## config.mk

```make
export PLATFORM = sky130hd
export DESIGN_NAME = fp_addsub_align_add
export DESIGN_NICKNAME = d
export VERILOG_FILES = /design/src/rtl/fp_addsub_align_add.sv
export SDC_FILE = /design/constraint.sdc
export NUM_CORES = 1
export LEC_CHECK = 0
export ABC_AREA = 0
export CAP_MARGIN = 20
export CORE_ASPECT_RATIO = 1.1
export CORE_MARGIN = 2
export CORE_UTILIZATION = 55
export DETAILED_ROUTE_END_ITERATION = 8
export GPL_TIMING_DRIVEN = 1
export HOLD_SLACK_MARGIN = 0.06
export PLACE_DENSITY = 0.82
export REMOVE_ABC_BUFFERS = 1
export SKIP_LAST_GASP = 1
export SYNTH_ARGS = -nofsm -noshare
export SYNTH_HDL_FRONTEND = slang
export SYNTH_SLANG_ARGS = --single-unit
```

## constraint.sdc

```tcl
create_clock -name clk -period 6.2 [get_ports clk]
set_input_delay 0.62 -clock clk [delete_from_list [all_inputs] [get_ports clk]]
set_output_delay 0.62 -clock clk [all_outputs]
set_load 0.01 [all_outputs]
```

## src/rtl/fp_addsub_align_add.sv

```systemverilog
`default_nettype none
// ============================================================================
//  Module   : fp_addsub_align_add
//  Brief    : Single-precision add/sub pipeline, stages 2 and 3.
//             Stage 2 orders operands by magnitude and aligns the smaller
//             significand with guard/round/sticky collection. Stage 3 does
//             the effective add/subtract and reports the leading-zero count
//             consumed by the normalize/round stage.
//  Revision : 1.0  initial release
// ============================================================================
module fp_addsub_align_add (
   input  logic        clk,
   input  logic        rst,
   input  logic        s1_valid_data_in,
   input  logic [31:0] s1_in1,
   input  logic [31:0] s1_in2,
   input  logic [2:0]  s1_rounding_mode,
   input  logic        s1_special_case,
   input  logic [31:0] s1_special_result,
   input  logic        s1_input_is_invalid,
   input  logic        s1_input_is_flushed,
   output logic        s3_valid,
   output logic        s3_sign,
   output logic [7:0]  s3_exponent,
   output logic [27:0] s3_sum,
   output logic [4:0]  s3_lzc,
   output logic        s3_exact_zero,
   output logic        s3_special_case,
   output logic [31:0] s3_special_result,
   output logic        s3_invalid,
   output logic        s3_flushed,
   output logic [2:0]  s3_rounding_mode
);

   // Round-toward-negative encoding; an exact zero difference takes sign 1 here.
   localparam logic [2:0] RM_RDN = 3'b010;

   // ------------------------------------------------------------------------
   // Stage 2 combinational: ordering and alignment
   // ------------------------------------------------------------------------
   logic        swap;
   logic [31:0] op_a;
   logic [31:0] op_b;
   logic [26:0] sig_a;
   logic [26:0] sig_b;
   logic [7:0]  exp_diff;
   logic [26:0] b_shift;
   logic [26:0] shift_mask;
   logic        sticky;
   logic [26:0] b_aligned;

   // Pick the larger magnitude as A (tie keeps in1), then shift B right by the
   // exponent difference, folding every bit shifted out into the sticky bit.
   always_comb begin
      swap       = s1_in2[30:0] > s1_in1[30:0];
      op_a       = swap ? s1_in2 : s1_in1;
      op_b       = swap ? s1_in1 : s1_in2;
      sig_a      = {1'b1, op_a[22:0], 3'b000};
      sig_b      = {1'b1, op_b[22:0], 3'b000};
      exp_diff   = op_a[30:23] - op_b[30:23];
      b_shift    = sig_b >> exp_diff;
      shift_mask = ~({27{1'b1}} << exp_diff);
      sticky     = |(sig_b & shift_mask);
      if (exp_diff < 8'd27) begin
         b_aligned = {b_shift[26:1], b_shift[0] | sticky};
      end else begin
         // Whole significand is below the sticky position.
         b_aligned = 27'd1;
      end
   end

   // ------------------------------------------------------------------------
   // Stage 2 registers
   // ------------------------------------------------------------------------
   logic        s2_valid;
   logic [26:0] s2_sig_a;
   logic [26:0] s2_b_aligned;
   logic [7:0]  s2_exp_a;
   logic        s2_sign_a;
   logic        s2_eff_sub;
   logic [2:0]  s2_rounding_mode;
   logic        s2_special_case;
   logic [31:0] s2_special_result;
   logic        s2_invalid;
   logic        s2_flushed;

   // Capture aligned operands and pass-through fields every cycle.
   always_ff @(posedge clk or posedge rst) begin
      if (rst) begin
         s2_valid          <= 1'b0;
         s2_sig_a          <= 27'd0;
         s2_b_aligned      <= 27'd0;
         s2_exp_a          <= 8'd0;
         s2_sign_a         <= 1'b0;
         s2_eff_sub        <= 1'b0;
         s2_rounding_mode  <= 3'd0;
         s2_special_case   <= 1'b0;
         s2_special_result <= 32'd0;
         s2_invalid        <= 1'b0;
         s2_flushed        <= 1'b0;
      end else begin
         s2_valid          <= s1_valid_data_in;
         s2_sig_a          <= sig_a;
         s2_b_aligned      <= b_aligned;
         s2_exp_a          <= op_a[30:23];
         s2_sign_a         <= op_a[31];
         s2_eff_sub        <= s1_in1[31] ^ s1_in2[31];
         s2_rounding_mode  <= s1_rounding_mode;
         s2_special_case   <= s1_special_case;
         s2_special_result <= s1_special_result;
         s2_invalid        <= s1_input_is_invalid;
         s2_flushed        <= s1_input_is_flushed;
      end
   end

   // ------------------------------------------------------------------------
   // Stage 3 combinational: add/subtract and leading-zero count
   // ------------------------------------------------------------------------
   logic [27:0] sum;
   logic [4:0]  lzc;
   logic        sum_is_zero;

   // A >= B in magnitude, so the subtraction never goes negative.
   always_comb begin
      if (s2_eff_sub) begin
         sum = {1'b0, s2_sig_a} - {1'b0, s2_b_aligned};
      end else begin
         sum = {1'b0, s2_sig_a} + {1'b0, s2_b_aligned};
      end
      sum_is_zero = (sum == 28'd0);
   end

   // Scan upward; the highest set bit is the last to write, giving its count.
   always_comb begin
      lzc = 5'd28;
      for (int i = 0; i < 28; i++) begin
         if (sum[i]) begin
            lzc = 5'(27 - i);
         end
      end
   end

   // ------------------------------------------------------------------------
   // Stage 3 registers; datapath forced to zero for resolved special cases
   // ------------------------------------------------------------------------
   always_ff @(posedge clk or posedge rst) begin
      if (rst) begin
         s3_valid          <= 1'b0;
         s3_sign           <= 1'b0;
         s3_exponent       <= 8'd0;
         s3_sum            <= 28'd0;
         s3_lzc            <= 5'd0;
         s3_exact_zero     <= 1'b0;
         s3_special_case   <= 1'b0;
         s3_special_result <= 32'd0;
         s3_invalid        <= 1'b0;
         s3_flushed        <= 1'b0;
         s3_rounding_mode  <= 3'd0;
      end else begin
         s3_valid          <= s2_valid;
         s3_special_case   <= s2_special_case;
         s3_special_result <= s2_special_result;
         s3_invalid        <= s2_invalid;
         s3_flushed        <= s2_flushed;
         s3_rounding_mode  <= s2_rounding_mode;
         if (s2_special_case) begin
            s3_sign       <= 1'b0;
            s3_exponent   <= 8'd0;
            s3_sum        <= 28'd0;
            s3_lzc        <= 5'd0;
            s3_exact_zero <= 1'b0;
         end else begin
            s3_sign       <= sum_is_zero ? (s2_rounding_mode == RM_RDN) : s2_sign_a;
            s3_exponent   <= s2_exp_a;
            s3_sum        <= sum;
            s3_lzc        <= lzc;
            s3_exact_zero <= sum_is_zero;
         end
      end
   end

endmodule
`default_nettype wire

```

# Yosys cells after proc, flatten, opt, wreduce, memory -nomap -nowiden
# Index checks and enable logic that the tools add are counted.
[op_classes]
add_sub_neg = 3
n_lt_le_gt_ge = 2
n_eq_ne = 1
shift = 2
mux = 38
bitwise_logic = 4
n_reduce_logical = 2
[op_table]
columns = ["cell", "n"]
rows = [
  ["two-way mux 5 bit", 28],
  ["two-way mux 28 bit", 2],
  ["two-way mux 32 bit", 1],
  ["greater-than comparator 31 bit", 1],
  ["two-way mux 31 bit", 1],
  ["adder 27 x 27 -> 28 bit", 1],
  ["logical NOT 28 bit", 1],
  ["subtractor 27 x 27 -> 28 bit", 1],
  ["bitwise AND 27 bit", 1],
  ["two-way mux 27 bit", 1],
  ["NOT 27 bit", 1],
  ["OR reduction 27 bit", 1],
  ["left shift 27 x 8 -> 27 bit (first input constant)", 1],
  ["right shift 27 x 8 -> 27 bit", 1],
  ["< comparator 8 x 5 -> 1 bit (second input constant)", 1],
  ["two-way mux 8 bit", 1],
  ["subtractor 8 bit", 1],
  ["== test 3 x 2 -> 1 bit (second input constant)", 1],
  ["two-way mux 1 bit", 3],
  ["two-way mux 3 bit", 1],
  ["OR 1 bit", 1],
  ["XOR 1 bit", 1],
]
[word_totals]
ff_bits = 182
inputBits = 105
out_inout_bits = 82
wordCells = 74

# Depth between registers and ports, before layout
[depth]
ltp_word = 31
depth_mapped = 29
depth_no_buf = 21

# Worst setup path before layout
# OpenSTA, ideal clock, no wires.
[synth_path]
path_type = "input to register"
startpoint = "in s1_in1[27]"
endpoint = "reg s2_b_aligned[0]"
setup_time_ns = 0.133
arrival_time_ns = 5.711
required_time_ns = 6.067
slack_ns = 0.356
cell_stages = 27
path_buffers = 6
path_cell_list = "inv_1 ha_1 clkbuf_8 nand4_2 or4_4 and3b_1 buf_6 a21oi_2 a21oi_4 buf_12 buf_4 buf_2 buf_2 mux2i_1 ha_1 nand2_1 nand3_1 a21o_1 nand3_1 o211a_1 mux2_2 a41o_2 a311o_2 nand4_4 mux2_2 nor4_2 nand4_1"
[synth_via]
elab_chain_cells = 9
elab_cells_between_ends = 12
cone_classes = "add/sub: 1; order compare: 2; shift: 2; mux: 3; bitwise: 3; reduce/logical: 1"
[synth_lines]
columns = ["item", "line", "source"]
rows = [
  ["start, declared", "15", "input logic [31:0] s1_in1,"],
  ["greater-than comparator 31 bit", "55", "swap = s1_in2[30:0] > s1_in1[30:0];"],
  ["two-way mux 32 bit or two-way mux 31 bit (tied branches)", "56, 57", ""],
  ["subtractor 8 bit", "60", "exp_diff = op_a[30:23] - op_b[30:23];"],
  ["left shift 27 x 8 -> 27 bit", "62", "shift_mask = ~({27{1'b1}} << exp_diff);"],
  ["NOT 27 bit", "62", ""],
  ["bitwise AND 27 bit", "63", "sticky = |(sig_b & shift_mask);"],
  ["OR reduction 27 bit", "63", ""],
  ["OR 1 bit", "65", "b_aligned = {b_shift[26:1], b_shift[0] | sticky};"],
  ["two-way mux 27 bit (*)", "64", "if (exp_diff < 8'd27) begin"],
  ["named net b_aligned[0]", "50", "logic [26:0] b_aligned;"],
  ["end signal, assigned", "104", "s2_b_aligned <= b_aligned;"],
  ["end, declared", "77", "logic [26:0] s2_b_aligned;"],
]
# The timed path passes the listed nets; every way through them passes the cells marked *.

# Worst setup path after layout
[layout_path]
startpoint = "in s1_in1[24]"
endpoint = "reg s2_b_aligned[0]"
# Same word-level chain as after synthesis.

==> results_dict.tcl <==
set metrics [dict create \
    outcome "complete, no violations" \
    ys_async_sr_fraction_pct 100 \
    finClkSkew_ns 0.0162 \
    ir_worst_vdd_mv 0.193 \
    synthTopCellsByArea "dfrtp_1, ha_1, mux2i_1" \
    route.detailed.drc 0 \
    slowest_delay_ns 0.60 \
    grt_pass1_vias 9765 \
    hold_class "reg -> reg" \
    post-cts-setup-buffers 0 \
    yosysTopAreaCell "dfrtp_1" \
    core_sq_um 20700 \
    cp_num_buf_inv 2 \
    cts_hold_buffers 0 \
    fin_tns_setup_ns 0 \
    dieArea_sq_um 22500 \
    slew_viol_final 0 \
    fin_util_pct 69.5 \
    dp_hpwl_um 24600 \
    start_kind "primary input" \
    rsz0062_at_grt "no" \
    path_cells "clkdlybuf4s50_1 -> inv_1 -> ha_1 -> nand4_1 -> or4_4 -> and3b_1 -> a21oi_2 -> a21oi_4 -> mux2i_1 -> ha_1 -> nand2_1 -> nand3_1 -> a21o_1 -> nand3_1 -> o211a_1 -> mux2_2 -> a41o_2 -> a311o_2 -> nand4_4 -> mux2_2 -> nor4_2 -> nand4_1" \
    track_usage_pct 28.5 \
    end_kind "flip-flop" \
    synthToLayoutAreaGrowth_pct 22.9 \
    antenna_cells 0 \
    htree_levels 4 \
    power_density_nw_per_um2 263 \
    maxCapViolations 0 \
    slew_headroom_pct 37.8 \
    place_inst 1653 \
    vias 9969 \
    dr.pass1.iters 7 \
    cts.sinks 182 \
    globalplace.congestion 0.970 \
    initial_utilization_pct 56.5 \
    drtAntennaViolNets 0 \
    leakage_nw 6.23 \
    cp_max_fo 8 \
    fin_crit_sh_pct 88.8 \
    grt_pass1_wl_um 49800 \
    timing.final.hold_violations 0 \
    yosys.area.top_type_share_pct 38.9 \
    synth_edf_count 0 \
    netlist_instances 1221 \
    ys_types 98 \
    ctsLongestPathBuffers 2 \
    cp.required_ns 6.52 \
    tightest_slew_ns 0.934 \
    cts_resized 0 \
    pin_count 187 \
    cts_tree "yes" \
    avgSynthCellArea_sq_um 9.59 \
    cts_root_buf "clkbuf_16" \
    period_needed_ns 5.51 \
    io_buffer_count 186 \
    drtIter0Drc 838 \
    worstSkewPairLatency_ns 0.44 \
    yosys_warnings 0 \
    ys_seq_area_share_pct 38.9 \
    grt_max_degree 114 \
    finalNetCount 1575 \
    clk_pin_slew_worst_paths_ns 0.08 \
    rows 55 \
    vias_per_cell 5.92 \
    drive_gt1_share_pct 10.0 \
    syn_area_sq_um 11700 \
    fmax_mhz 182 \
    final_common_cell "clkdlybuf4s50_1" \
    drt_wl_total_um 31600 \
    overflow 0 \
    layout_common_cells "clkdlybuf4s50_1, dfrtp_1, nor2_1" \
    critical_path_class "in -> reg" \
    dieHeight_um 157 \
    cp_top_family "simple AND/OR/NAND/NOR gates" \
    layoutNonFillerInstCount 1685 \
    arrival_ns 5.83 \
    setup_viol 0 \
    antenna_found_initial 0 \
    die_x_um 143 \
    yosys_register_bits 182 \
    worst_path_max_delay_cell "or4_4" \
    cts_buffers 17 \
    wl_per_cell_um 18.8 \
    ys_dominant_reg_cell "dfrtp_1" \
]
logic make-up after synthesis:
logic type | after synthesis | synth area share, %
AND/OR/NAND/NOR | 361 | 15.1
AO/OA/AOI/OAI | 305 | 18.0
flip-flops | 182 | 38.9
buffers and inverters | 158 | 6.09
multiplexers | 101 | 10.6
adder cells (fa/ha/maj) | 84 | 9.02
XOR/XNOR | 29 | 2.23
other | 1 | 0.0320
registers in the layout, summed over array words and instances (netlist names), 3 cells and up:
| name | flops |
|---|---|
| s2_b_aligned | 27 |
| s2_exp_a | 8 |
| s2_rounding_mode | 3 |
| s2_sig_a | 24 |
| s2_special_result | 32 |
| s3_exponent | 8 |
| s3_lzc | 5 |
| s3_rounding_mode | 3 |
| s3_special_result | 32 |
| s3_sum | 28 |
worst reg2reg max path: cells and delay by family (launching register included):
| kind | cells | cell delay, ns |
|---|---|---|
| AND/OR/NAND/NOR | 3 | 0.88 |
| buffers and inverters | 1 | 0.14 |
| XOR/XNOR | 1 | 0.39 |
| flip-flops | 1 | 0.50 |
| AO/OA/AOI/OAI | 8 | 1.92 |
| adder cells (fa/ha/maj) | 1 | 0.25 |
final cells by class:
cell class	count	area (sq um)
multi-input cells	881	6440
fillers	1627	6320
flip-flops and latches	182	4550
repair buffers	214	2080
clock buffers	18	439
well taps	285	357
inverters	91	347
clock inverters	14	173
cells in the mapped netlist (6+ instances only):
cell / n
dfrtp_1: 182
nor2_1: 109
inv_1: 90
a21oi_1: 85
nand2_1: 84
ha_1: 82
mux2i_1: 55
o21ai_0: 51
clkbuf_1: 36
nor3_1: 36
mux2_2: 30
nand3_1: 29
xnor2_1: 23
nor2b_1: 19
a211oi_1: 17
o211ai_1: 17
a31oi_1: 16
mux4_2: 15
nand2b_1: 15
a21o_1: 14
and2_1: 11
nand4_1: 11
o21bai_1: 9
o31ai_1: 9
buf_1: 8
and3_1: 7
buf_4: 7
o22ai_1: 7
buf_2: 6
buf_6: 6
or2_2: 6
final timing paths:
path | slack [ns] | depth (start not counted) | to | startpoint
max | 0.69 | 22 | s2_b_aligned[0] | s1_in1[24]
min | 0.35 | 0 | s3_special_result[27] | s2_special_result[27]
max reg2reg | 2.04 | 14 | s3_lzc[3] | s2_b_aligned[0]
min reg2reg | 0.35 | 0 | s3_special_result[27] | s2_special_result[27]
max in group asynchronous | 3.98 | 3 | s3_sum[10] | rst
min in group asynchronous | 0.79 | 2 | s3_special_result[7] | rst
power breakdown:
| group | internal [mW] | switching, mW |
|---|---|---|
| combinational | 0.590 | 0.788 |
| clock | 0.558 | 0.530 |
| sequential | 1.28 | 0.0392 |
| total | 2.43 | 1.36 |
per-stage QoR:
stage / setup slack, ns / hold slack [ns] / cell area (sq um) / total power [mW]
after floorplan: -0.823 / 0.331 / 11300 / 2.22
after global placement: 0.379 / 0.331 / 13800 / 2.69
after detailed placement: 0.284 / 0.335 / 13800 / 2.70
after CTS: 0.723 / 0.350 / 14400 / 3.79
after global routing: 0.389 / 0.350 / 14400 / 3.99
final: 0.692 / 0.349 / 14400 / 3.79
per-layer routing:
metal	wire [um]	vias up	GRT usage, %	share of wire [%]
met5	0	-	0	0
met4	1130	0	12.9	3.6
met3	2110	70	4.62	6.7
met2	15600	472	49.9	49
met1	12800	4712	34.3	40
li1	-	4715	-	-
Power figures use the tool's default switching activity.
